### config.mk
export PLATFORM = sky130hd
export DESIGN_NAME = efm_bitstream_decoder_flat
export DESIGN_NICKNAME = d
export VERILOG_FILES = /design/src/rtl/efm_bitstream_decoder_pkg.sv /design/src/rtl/efm_bitstream_decoder_if.sv /design/src/rtl/efm_bitstream_decoder_window_acc.sv /design/src/rtl/efm_bitstream_decoder.sv /design/src/flat_wrapper.sv
export SDC_FILE = /design/constraint.sdc
export NUM_CORES = 1
export LEC_CHECK = 0
export CAP_MARGIN = 10
export CORE_AREA = 2 2 55 57
export DETAILED_ROUTE_END_ITERATION = 8
export DIE_AREA = 0 0 57 59
export HOLD_SLACK_MARGIN = 0.1
export PLACE_DENSITY = 0.85
export SLEW_MARGIN = 15
export SYNTH_ARGS = -nofsm -noshare
export SYNTH_HDL_FRONTEND = slang
export SYNTH_SLANG_ARGS = --single-unit
### constraint.sdc
create_clock -name i_clk -period 1.6 [get_ports i_clk]
set_input_delay 0.32 -clock i_clk [delete_from_list [all_inputs] [get_ports i_clk]]
set_output_delay 0.32 -clock i_clk [all_outputs]
set_load 0.01 [all_outputs]
### src/rtl/efm_bitstream_decoder_pkg.sv
// Shared types and constants for the EFM bitstream decoder: state encoding,
// window-length helper and the lock comparison tolerance.
package efm_dec_pkg;

  typedef enum logic [1:0] {
    ST_IDLE   = 2'd0,
    ST_SETTLE = 2'd1,
    ST_ACCUM  = 2'd2
  } dec_state_e;

  localparam int unsigned LOCK_TOL = 1;

  function automatic int unsigned window_len(input int unsigned width);
    return 32'd1 << width;
  endfunction

endpackage

### src/rtl/efm_bitstream_decoder_if.sv
// Bundle of the decoder's run/bitstream inputs and recovered-word outputs.
// The slave modport faces the decoder; the master modport faces whatever drives it.
interface efm_bitstream_decoder_if #(
  parameter int P_DATA_WIDTH = 8
);
  logic                    i_enable;
  logic                    i_quantize;
  logic [P_DATA_WIDTH-1:0] o_dec_data;
  logic                    o_dec_valid;
  logic                    o_overflow;
  logic                    o_busy;
  logic                    o_locked;

  modport master (
    output i_enable,
    output i_quantize,
    input  o_dec_data,
    input  o_dec_valid,
    input  o_overflow,
    input  o_busy,
    input  o_locked
  );

  modport slave (
    input  i_enable,
    input  i_quantize,
    output o_dec_data,
    output o_dec_valid,
    output o_overflow,
    output o_busy,
    output o_locked
  );
endinterface

### src/rtl/efm_bitstream_decoder_window_acc.sv
// Accumulate-and-dump core: counts carries over 2^P_DATA_WIDTH samples and
// presents the saturated window total together with a dump strobe.
module efm_dec_window_acc
  import efm_dec_pkg::*;
#(
  parameter int P_DATA_WIDTH = 8
) (
  input  logic                    i_clk,
  input  logic                    i_rst_n,
  input  logic                    sampleEn_i,
  input  logic                    bit_i,
  output logic                    dump_o,
  output logic [P_DATA_WIDTH-1:0] dumpData_o,
  output logic                    dumpSat_o
);

  localparam int unsigned WIN_LEN = window_len(P_DATA_WIDTH);

  logic [P_DATA_WIDTH-1:0] winCnt_q, winCnt_d;
  logic [P_DATA_WIDTH:0]   acc_q, acc_d;
  logic [P_DATA_WIDTH:0]   total;

  // The extra accumulator bit only sets when every sample in the window was a carry.
  assign total      = acc_q + {{P_DATA_WIDTH{1'b0}}, bit_i};
  assign dump_o     = sampleEn_i && (winCnt_q == P_DATA_WIDTH'(WIN_LEN - 1));
  assign dumpSat_o  = total[P_DATA_WIDTH];
  assign dumpData_o = total[P_DATA_WIDTH] ? '1 : total[P_DATA_WIDTH-1:0];

  always_comb begin
    winCnt_d = winCnt_q;
    acc_d    = acc_q;
    if (!sampleEn_i || dump_o) begin
      winCnt_d = '0;
      acc_d    = '0;
    end else begin
      winCnt_d = winCnt_q + 1'b1;
      acc_d    = total;
    end
  end

  always_ff @(posedge i_clk or negedge i_rst_n) begin
    if (!i_rst_n) begin
      winCnt_q <= '0;
      acc_q    <= '0;
    end else begin
      winCnt_q <= winCnt_d;
      acc_q    <= acc_d;
    end
  end

endmodule

### src/rtl/efm_bitstream_decoder.sv
// EFM bitstream decoder: recovers the fractional word from the carry stream.
// Optional lock detector enabled by defining EFM_DEC_LOCK_DET_EN.
module efm_bitstream_decoder
  import efm_dec_pkg::*;
#(
  parameter int P_DATA_WIDTH = 8,
  parameter int P_SETTLE     = 4,
  parameter int P_LOCK_CNT   = 4
) (
  input  logic                    i_clk,
  input  logic                    i_rst_n,
  efm_bitstream_decoder_if.slave  dec
);

  localparam int SW = (P_SETTLE > 1) ? $clog2(P_SETTLE) : 1;

  if (P_SETTLE < 1 || P_LOCK_CNT < 1) begin : gBadParams
    $error("efm_bitstream_decoder: P_SETTLE and P_LOCK_CNT must be at least 1");
  end

  dec_state_e              state_q;
  logic [SW-1:0]           settle_q;
  logic [P_DATA_WIDTH-1:0] decData_q;
  logic                    decValid_q;
  logic                    overflow_q;
  logic                    busy_q;

  logic                    sampleEn;
  logic                    dump;
  logic [P_DATA_WIDTH-1:0] dumpData;
  logic                    dumpSat;

  // Dropping enable on the final sample suppresses the dump, so disable always wins.
  assign sampleEn = (state_q == ST_ACCUM) && dec.i_enable;

  efm_dec_window_acc #(
    .P_DATA_WIDTH(P_DATA_WIDTH)
  ) uWindowAcc (
    .i_clk      (i_clk),
    .i_rst_n    (i_rst_n),
    .sampleEn_i (sampleEn),
    .bit_i      (dec.i_quantize),
    .dump_o     (dump),
    .dumpData_o (dumpData),
    .dumpSat_o  (dumpSat)
  );

  always_ff @(posedge i_clk or negedge i_rst_n) begin
    if (!i_rst_n) begin
      state_q    <= ST_IDLE;
      settle_q   <= '0;
      decData_q  <= '0;
      decValid_q <= 1'b0;
      overflow_q <= 1'b0;
      busy_q     <= 1'b0;
    end else begin
      decValid_q <= 1'b0;
      overflow_q <= 1'b0;
      if (!dec.i_enable) begin
        state_q  <= ST_IDLE;
        settle_q <= '0;
        busy_q   <= 1'b0;
      end else begin
        case (state_q)
          ST_IDLE: begin
            state_q  <= ST_SETTLE;
            settle_q <= '0;
            busy_q   <= 1'b1;
          end
          ST_SETTLE: begin
            busy_q <= 1'b1;
            if (settle_q == SW'(P_SETTLE - 1)) begin
              state_q <= ST_ACCUM;
            end else begin
              settle_q <= settle_q + 1'b1;
            end
          end
          ST_ACCUM: begin
            busy_q <= 1'b1;
            if (dump) begin
              decData_q  <= dumpData;
              decValid_q <= 1'b1;
              overflow_q <= dumpSat;
            end
          end
          default: begin
            state_q <= ST_IDLE;
            busy_q  <= 1'b0;
          end
        endcase
      end
    end
  end

  assign dec.o_dec_data  = decData_q;
  assign dec.o_dec_valid = decValid_q;
  assign dec.o_overflow  = overflow_q;
  assign dec.o_busy      = busy_q;

`ifdef EFM_DEC_LOCK_DET_EN
  localparam int MW = $clog2(P_LOCK_CNT + 1);

  logic [P_DATA_WIDTH-1:0] prevData_q;
  logic                    havePrev_q;
  logic [MW-1:0]           matchCnt_q;
  logic                    locked_q;
  logic [P_DATA_WIDTH-1:0] absDiff;
  logic [MW-1:0]           matchNext;

  assign absDiff   = (dumpData >= prevData_q) ? (dumpData - prevData_q) : (prevData_q - dumpData);
  assign matchNext = (matchCnt_q == MW'(P_LOCK_CNT)) ? matchCnt_q : matchCnt_q + 1'b1;

  // The first window after entering ACCUM only seeds the comparison.
  always_ff @(posedge i_clk or negedge i_rst_n) begin
    if (!i_rst_n) begin
      prevData_q <= '0;
      havePrev_q <= 1'b0;
      matchCnt_q <= '0;
      locked_q   <= 1'b0;
    end else if (!sampleEn) begin
      havePrev_q <= 1'b0;
      matchCnt_q <= '0;
      locked_q   <= 1'b0;
    end else if (dump) begin
      prevData_q <= dumpData;
      havePrev_q <= 1'b1;
      if (!havePrev_q) begin
        matchCnt_q <= '0;
        locked_q   <= (P_LOCK_CNT <= 1);
      end else if (absDiff <= P_DATA_WIDTH'(LOCK_TOL)) begin
        matchCnt_q <= matchNext;
        locked_q   <= (matchNext >= MW'(P_LOCK_CNT - 1));
      end else begin
        matchCnt_q <= '0;
        locked_q   <= 1'b0;
      end
    end
  end

  assign dec.o_locked = locked_q;
`else
  assign dec.o_locked = 1'b0;
`endif

endmodule

### src/flat_wrapper.sv
// flat-port wrapper written by rule: the top's interface ports become plain ports
module efm_bitstream_decoder_flat import efm_dec_pkg::*;
#(
  parameter int P_DATA_WIDTH = 8,
  parameter int P_SETTLE     = 4,
  parameter int P_LOCK_CNT   = 4
)
  (i_clk, i_rst_n, dec_i_enable, dec_i_quantize, dec_o_dec_data, dec_o_dec_valid, dec_o_overflow, dec_o_busy, dec_o_locked);
  efm_bitstream_decoder_if #(.P_DATA_WIDTH(P_DATA_WIDTH)) dec_i ();
  input  logic i_clk;
  input  logic i_rst_n;
  input wire logic [$bits(dec_i.i_enable)-1:0] dec_i_enable;
  input wire logic [$bits(dec_i.i_quantize)-1:0] dec_i_quantize;
  output wire logic [$bits(dec_i.o_dec_data)-1:0] dec_o_dec_data;
  output wire logic [$bits(dec_i.o_dec_valid)-1:0] dec_o_dec_valid;
  output wire logic [$bits(dec_i.o_overflow)-1:0] dec_o_overflow;
  output wire logic [$bits(dec_i.o_busy)-1:0] dec_o_busy;
  output wire logic [$bits(dec_i.o_locked)-1:0] dec_o_locked;
  assign dec_i.i_enable = dec_i_enable;
  assign dec_i.i_quantize = dec_i_quantize;
  assign dec_o_dec_data = dec_i.o_dec_data;
  assign dec_o_dec_valid = dec_i.o_dec_valid;
  assign dec_o_overflow = dec_i.o_overflow;
  assign dec_o_busy = dec_i.o_busy;
  assign dec_o_locked = dec_i.o_locked;
  efm_bitstream_decoder #(.P_DATA_WIDTH(P_DATA_WIDTH), .P_SETTLE(P_SETTLE), .P_LOCK_CNT(P_LOCK_CNT)) u_core (.i_clk(i_clk), .i_rst_n(i_rst_n), .dec(dec_i));
endmodule
==> results of run 1 <==
[per-stage QoR]
step | TNS (ns) | cell area, um^2 | instances
3_5_place_dp | -3.86 | 1670 | 183
2_1_floorplan | 0 | 1420 | 130
4_1_cts | 0 | 1730 | 192
6_report | 0 | 1750 | 192
3_3_place_gp | -3.44 | 1670 | 183
5_1_grt | 0 | 1750 | 192
[cells in the mapped netlist, types with 2 or more instances]
cell type  instances  area (um^2)
dfrtp_1           32          801
nor2_1            31          116
nand3_1            9         45.0
xor2_1             7         61.3
a31oi_1            6         37.5
xnor2_1            6         52.6
ha_1               4         50.1
inv_1              4         15.0
a21oi_1            3         15.0
nand2_1            3         11.3
nand4_1            2         12.5
nor2b_1            2         12.5
[path summary, 6_finish.rpt]
check / startpoint / endpoint / slack [ns] / depth (start not counted)
max in group asynchronous: i_rst_n / u_core.uWindowAcc.winCnt_q[1] / 0.94 / 2
hold / removal: i_rst_n / u_core.uWindowAcc.winCnt_q[2] / 0.37 / 2
setup / recovery: u_core.dec.o_dec_data[2] / dec_o_dec_data[2] / 0.05 / 1
hold reg to reg: u_core.uWindowAcc.winCnt_q[0] / u_core.uWindowAcc.winCnt_q[0] / 0.53 / 1
min in group i_clk: u_core.uWindowAcc.winCnt_q[0] / u_core.uWindowAcc.winCnt_q[0] / 0.53 / 1
setup reg to reg: u_core.uWindowAcc.acc_q[0] / u_core.dec.o_dec_data[6] / 0.09 / 6
[power breakdown]
part / total [mW] / leakage, nW / internal (mW) / switching (mW)
sequential: 0.818 / 0.442 / 0.813 / 0.00444
combinational: 0.0438 / 0.450 / 0.0172 / 0.0266
clock: 0.429 / 0.0281 / 0.162 / 0.267
[state kept, by name, summed over array words and instances, names as in the netlist]
| signal | cells |
|---|---|
| u_core.dec.o_busy | 1 |
| u_core.dec.o_dec_data | 8 |
| u_core.dec.o_dec_valid | 1 |
| u_core.dec.o_overflow | 1 |
| u_core.settle_q | 2 |
| u_core.state_q | 2 |
| u_core.uWindowAcc.acc_q | 9 |
| u_core.uWindowAcc.winCnt_q | 8 |
[per-layer routing]
metal,vias to the layer above,track usage [%],routed length (um)
met4,0,6.98,54
met5,-,0,0
met1,482,20.3,1040
li1,500,-,-
met2,21,32.0,1370
met3,10,7.21,130
[cells by family after synthesis]
logic type	share of synthesized area, %
other	0.264
AOI/OAI and AO/OA	6.77
DFF	56.3
adders and majority gates	3.52
and+or+nand+nor	21.3
xor gates and xnor gates	9.15
buffers and inverters	2.73
[cell type report]
class,count,area [um^2],area share [%]
Sequential cell,32,801,45.7
Multi-Input combinational cell,91,586,33.4
Timing Repair Buffer,27,265,15.1
Clock buffer,6,41.3,2.36
Tap cell,31,38.8,2.21
Inverter,4,15.0,0.857
Clock inverter,1,5.00,0.286
[repair_timing]
item                                    CTS  global route
hold buffers                              0             0
resized for setup                         0             7
gates cloned                              0             0
pin swaps                                 1             0
setup buffers                             2             0
endpoints found under the setup margin    1            12
==> metrics.md, run 1 <==
| Metric | Value |
|---|---|
| HP Class | `input pin to async pin` |
| Crit start category | `register` |
| Die Area | `3360 um^2` |
| Syn nets | `138` |
| CTS Sinks | `32` |
| Routability cong. | `0.783` |
| Tot GR Track Use | `18.3%` |
| Critical path peak fanout | `2` |
| Reg clk slew, reported paths | `0.10 ns` |
| Ys async rst share | `100%` |
| Area growth syn-to-layout | `23.1%` |
| DR pass1 iterations | `5` |
| WL final | `2590 um` |
| Gr ovfl total | `0` |
| Max clock buf depth | `2` |
| Routed Antenna Nets | `0` |
| Die height | `59 um` |
| Port bufs | `14` |
| Most common cell after layout, fill and taps aside | `dfrtp_1` |
| Synth warnings | `0` |
| Minimum clock period | `1.55 ns` |
| Starting Density | `52.5%` |
| Commonest cells after routing, fill and taps aside | `dfrtp_1, nor2_1, buf_4, nand3_1, clkdlybuf4s50_1` |
| DRC | `0` |
| FMAX | `645 MHz` |
| Synthesized instance count | `130` |
| Root buffer cell | `clkbuf_4` |
| Clock Skews | `0.00818 ns` |
| Layout cells sized above 1 | `17.4%` |
| Starting DRT DRC Count | `27` |
| Post-route clock period utilization | `96.9%` |
| Final Hold Vio Count | `0` |
| Num ports | `16` |
| Wire per inst | `13.5 um` |
| MaxCap Viol Count | `0` |
| Type of destination of the critical path | `primary output` |
| Power per cell area | `737 nW/um^2` |
| Width of the chip | `57 um` |
| Post-DP HPWL | `1790 um` |
| Global-route wire length before repair | `4450 um` |
| Via count | `1013` |
| Pre-CTS setup slack | `-0.380 ns` |
| Via/cell ratio | `5.28` |
| CTS Buf Count | `5` |
| Post-layout util | `64.6%` |
| Number of antenna violations at the first check in global routing | `0` |
| Hold Slack | `0.366 ns` |
| Clock latency on the worst-skew pair | `0.34 ns` |
| Cell Chain, Critical Path | `clkdlybuf4s50_1` |
| Max Slew Vio Count | `0` |
| Worst setup margin | `0.0494 ns` |
| Unique masters post-synth | `33` |
| Fillers | `222` |
| Ant. Diodes | `0` |
| Register area share after synthesis | `56.3%` |
| # setup viols final | `0` |
| RSZ-0062 raised after global routing | `false` |
| Lkg Pwr | `0.920 nW` |
| Avg Inst Size Synth | `10.9 um^2` |
| Largest stage delay, worst path | `0.55 ns` |
| Cell Area, Synth | `1420 um^2` |
| Required time of the worst setup path | `1.28 ns` |
| Critical-path top delay cell | `clkdlybuf4s50_1` |
| Dominant synthesized flop cell | `dfrtp_1` |
| CP Class | `register to primary output` |
| Core ar. | `2710 um^2` |
| Top Family by Delay on Critical Path | `buffers and inverters` |
| Max rail drop VDD | `0.754 mV` |
| Power Total | `1.29 mW` |
| Crit path DAT | `1.23 ns` |
| Status | `finished clean` |
| Largest net degree at the start of global routing | `33` |
| Fin nets | `169` |
| CTS H-tree lvls | `2` |
| Buf/Inv on CP | `1` |
| Vias in the first global route | `998` |
| EDFF count, synth | `0` |
| CTS tree | `built` |
| # rows | `19` |
| FF+latch count, synth | `32` |
No activity file was read; power rests on OpenSTA's default activity.
==> inputs of run 2 (changes only) <==
--- a/config.mk
+++ b/config.mk
@@ -6,11 +6,12 @@
 export NUM_CORES = 1
 export LEC_CHECK = 0
 export CAP_MARGIN = 10
-export CORE_AREA = 2 2 55 57
+export CORE_AREA = 2 2 53 55
+export CTS_BUF_LIST = sky130_fd_sc_hd__clkbuf_4 sky130_fd_sc_hd__clkbuf_8
 export DETAILED_ROUTE_END_ITERATION = 8
-export DIE_AREA = 0 0 57 59
-export HOLD_SLACK_MARGIN = 0.1
-export PLACE_DENSITY = 0.85
+export DIE_AREA = 0 0 55 57
+export HOLD_SLACK_MARGIN = 0.15
+export PLACE_DENSITY = 0.9
 export SLEW_MARGIN = 15
 export SYNTH_ARGS = -nofsm -noshare
 export SYNTH_HDL_FRONTEND = slang
==> metrics.md, run 2 (synthesis gave the netlist of run 1 again) <==
| Metric | Value |
|---|---|
| Num ports | `16 (unchanged)` |
| Total negative slack | `0 ns (unchanged)` |
| DRC | `0 (unchanged)` |
| Buf/Inv on CP | `1 (unchanged)` |
| Die Area | `3140 um^2 (was 3360 um^2)` |
| Net Sw Power | `312 uW (was 298 uW)` |
| Largest reg by FF count | `u_core.uWindowAcc.acc_q (unchanged)` |
| CTS H-tree lvls | `2 (unchanged)` |
| Lkg Pwr | `0.987 nW (was 0.920 nW)` |
| Internal | `1.25 mW (was 992 uW)` |
| Max clock buf depth | `2 (unchanged)` |
| Ant. Diodes | `0 (unchanged)` |
| Sequential share of power | `52.5% (was 63.4%)` |
| Critical-path top delay cell | `dfrtp_1 (was clkdlybuf4s50_1)` |
| Most common cell after layout, fill and taps aside | `dfrtp_1 (unchanged)` |
| Post-CTS Hold Fix Bufs | `0 (unchanged)` |
| Metal1 wirelength | `1140 um (was 1040 um)` |
| Type of destination of the critical path | `register (was primary output)` |
| Status | `finished clean (unchanged)` |
| # setup viols final | `0 (unchanged)` |
| Met2 Routed Length | `1550 um (was 1370 um)` |
| Routed Antenna Nets | `0 (unchanged)` |
| Fillers | `181 (was 222)` |
| Largest stage delay, worst path | `0.40 ns (was 0.55 ns)` |
| Number of antenna violations at the first check in global routing | `0 (unchanged)` |
| Fin cells | `195 (was 192)` |
| Global-route wire length before repair | `4690 um (was 4450 um)` |
| Power Total | `1.56 mW (was 1.29 mW)` |
| Area growth syn-to-layout | `30.8% (was 23.1%)` |
| Crit path top cell by count | `ha_4` |
| Max rail drop VDD | `1.09 mV (was 0.754 mV)` |
| Post-DP HPWL | `1980 um (was 1790 um)` |
| CTS Sinks | `32 (unchanged)` |
| CTS tree | `built (unchanged)` |
| MaxCap Viol Count | `0 (unchanged)` |
| Metal3 WL | `159 um (was 130 um)` |
| Critical path peak fanout | `6 (was 2)` |
| HP Class | `input pin to async pin (unchanged)` |
| CTS Buf Count | `5 (unchanged)` |
| Starting Density | `54.4% (was 52.5%)` |
| DR pass1 iterations | `4 (was 5)` |
| Post-route clock period utilization | `95.9% (was 96.9%)` |
| Top Family by Delay on Critical Path | `flip-flops (was buffers and inverters)` |
| Die height | `57 um (was 59 um)` |
| Max reg flops | `9 (unchanged)` |
| Width of the chip | `55 um (was 57 um)` |
| Largest net degree at the start of global routing | `33 (unchanged)` |
| Minimum clock period | `1.53 ns (was 1.55 ns)` |
| Switching Fraction | `20.0% (was 23.1%)` |
| Clock Skews | `0.0137 ns (was 0.00818 ns)` |
| Vias in the first global route | `1141 (was 998)` |
| Commonest cells after routing, fill and taps aside | `dfrtp_1, nor2_1, buf_4, nand3_1, dlymetal6s2s_1 (was dfrtp_1, nor2_1, buf_4, nand3_1, clkdlybuf4s50_1)` |
| Core ar. | `2620 um^2 (was 2710 um^2)` |
| Clock latency on the worst-skew pair | `0.34 ns (about the same)` |
| FMAX | `652 MHz (was 645 MHz)` |
| Required time of the worst setup path | `1.82 ns (was 1.28 ns)` |
| Max Used Layer | `met4 (unchanged)` |
| Tot GR Track Use | `21.1% (was 18.3%)` |
| Placed Cells | `183 (unchanged)` |
| Final Hold Vio Count | `0 (unchanged)` |
| Port bufs | `14 (unchanged)` |
| Clk pwr share | `44.5% (was 33.2%)` |
| Crit start category | `register (unchanged)` |
| Wire per inst | `15.0 um (was 13.5 um)` |
| Gr ovfl total | `0 (unchanged)` |
| Root buffer cell | `clkbuf_4 (unchanged)` |
| Max Slew Vio Count | `0 (unchanged)` |
| CP Class | `register to register (was register to primary output)` |
| Power per cell area | `837 nW/um^2 (was 737 nW/um^2)` |
| Starting DRT DRC Count | `29 (was 27)` |
| Cell Chain, Critical Path | `ha_4 -> ha_4 -> nand3_1 -> nor2_2 -> xnor2_2 -> buf_6 -> a31oi_2 (was clkdlybuf4s50_1)` |
| Via/cell ratio | `5.42 (was 5.28)` |
| WL final | `2930 um (was 2590 um)` |
| Crit path DAT | `1.75 ns (was 1.23 ns)` |
| Gate power share | `3.0% (was 3.4%)` |
| # rows | `19 (unchanged)` |
| Routability cong. | `0.794 (was 0.783)` |
| Fin nets | `171 (was 169)` |
| Reg clk slew, reported paths | `0.10 ns (about the same)` |
| Via count | `1057 (was 1013)` |
| Layout cells sized above 1 | `20.7% (was 17.4%)` |
## run 2: cell types whose count changed in the layout (fill, tap and decap cells not counted), sizes merged
cell,previous run,this run
buf,13,15
bufinv,0,1
clkbuf,6,7
clkdlybuf4s50,8,5
clkinv,1,0
dlygate4sd2,0,1
dlymetal6s2s,6,8
## run 2: worst reg2reg max path, cell delays in order, from the launching register on
cell     delay, ns
dfrtp_1       0.40
ha_4          0.17
ha_4          0.15
nand3_1       0.11
nor2_2        0.20
xnor2_2       0.15
buf_6         0.15
a31oi_2       0.09
## run 2: timing repair
action | CTS | global route
endpoints found under the setup margin | 10 | 15
setup buffers | 2 | 2
gates resized for setup | 3 | 12
pin swaps | 1 | 3
## run 2: cell type report
class / count / area [um^2] / area share [%]
clock buffers: 7 / 65.1 / 3.50
clock inverters: 1 / 30.0 / 1.61
inverters: 4 / 15.0 / 0.807
multi-input cells: 91 / 611 / 32.8
flip-flops and latches: 32 / 801 / 43.0
well taps: 31 / 38.8 / 2.08
repair buffers: 29 / 300 / 16.1
## run 2: power by group through the flow
stage	combinational [mW]	clock, mW	sequential, mW
after floorplan	0.0154	0	0.834
after global placement	0.0437	0	0.833
after detailed placement	0.0463	0	0.834
after CTS	0.0464	0.709	0.818
after global routing	0.0524	0.746	0.819
final	0.0460	0.693	0.818
## run 2: through the flow
| stage | cell area, um^2 | worst slack [ns] | util, % | hold slack, ns |
|---|---|---|---|---|
| floorplan | 1420 | 0.117 | - | 0.0244 |
| global placement | 1690 | -0.350 | 64.4 | 0.495 |
| finish | 1860 | 0.0657 | 71.1 | 0.381 |
| detailed placement | 1690 | -0.456 | 64.4 | 0.515 |
| global route | 1860 | -0.0109 | 71.1 | 0.430 |
| CTS | 1800 | 0.00235 | 68.8 | 0.379 |
## run 2: worst paths after layout
kind	depth (start not counted)	slack, ns	endpoint	startpoint
worst max-delay path	7	0.07	u_core.dec.o_dec_data[5]	u_core.uWindowAcc.acc_q[0]
worst min-delay path	2	0.38	u_core.dec.o_dec_data[3]	i_rst_n
worst max register to register	7	0.07	u_core.dec.o_dec_data[5]	u_core.uWindowAcc.acc_q[0]
worst min register to register	1	0.52	u_core.uWindowAcc.winCnt_q[0]	u_core.uWindowAcc.winCnt_q[0]
max in group asynchronous	2	0.92	u_core.uWindowAcc.winCnt_q[1]	i_rst_n
min in group i_clk	4	0.42	u_core.uWindowAcc.acc_q[0]	dec_i_quantize
## run 2: per-layer routing
layer  vias to the layer above  track usage (%)
met2                        33             36.1
li1                        502                -
met4                         0             8.01
met5                         -                0
met1                       514             23.0
met3                         8             8.12
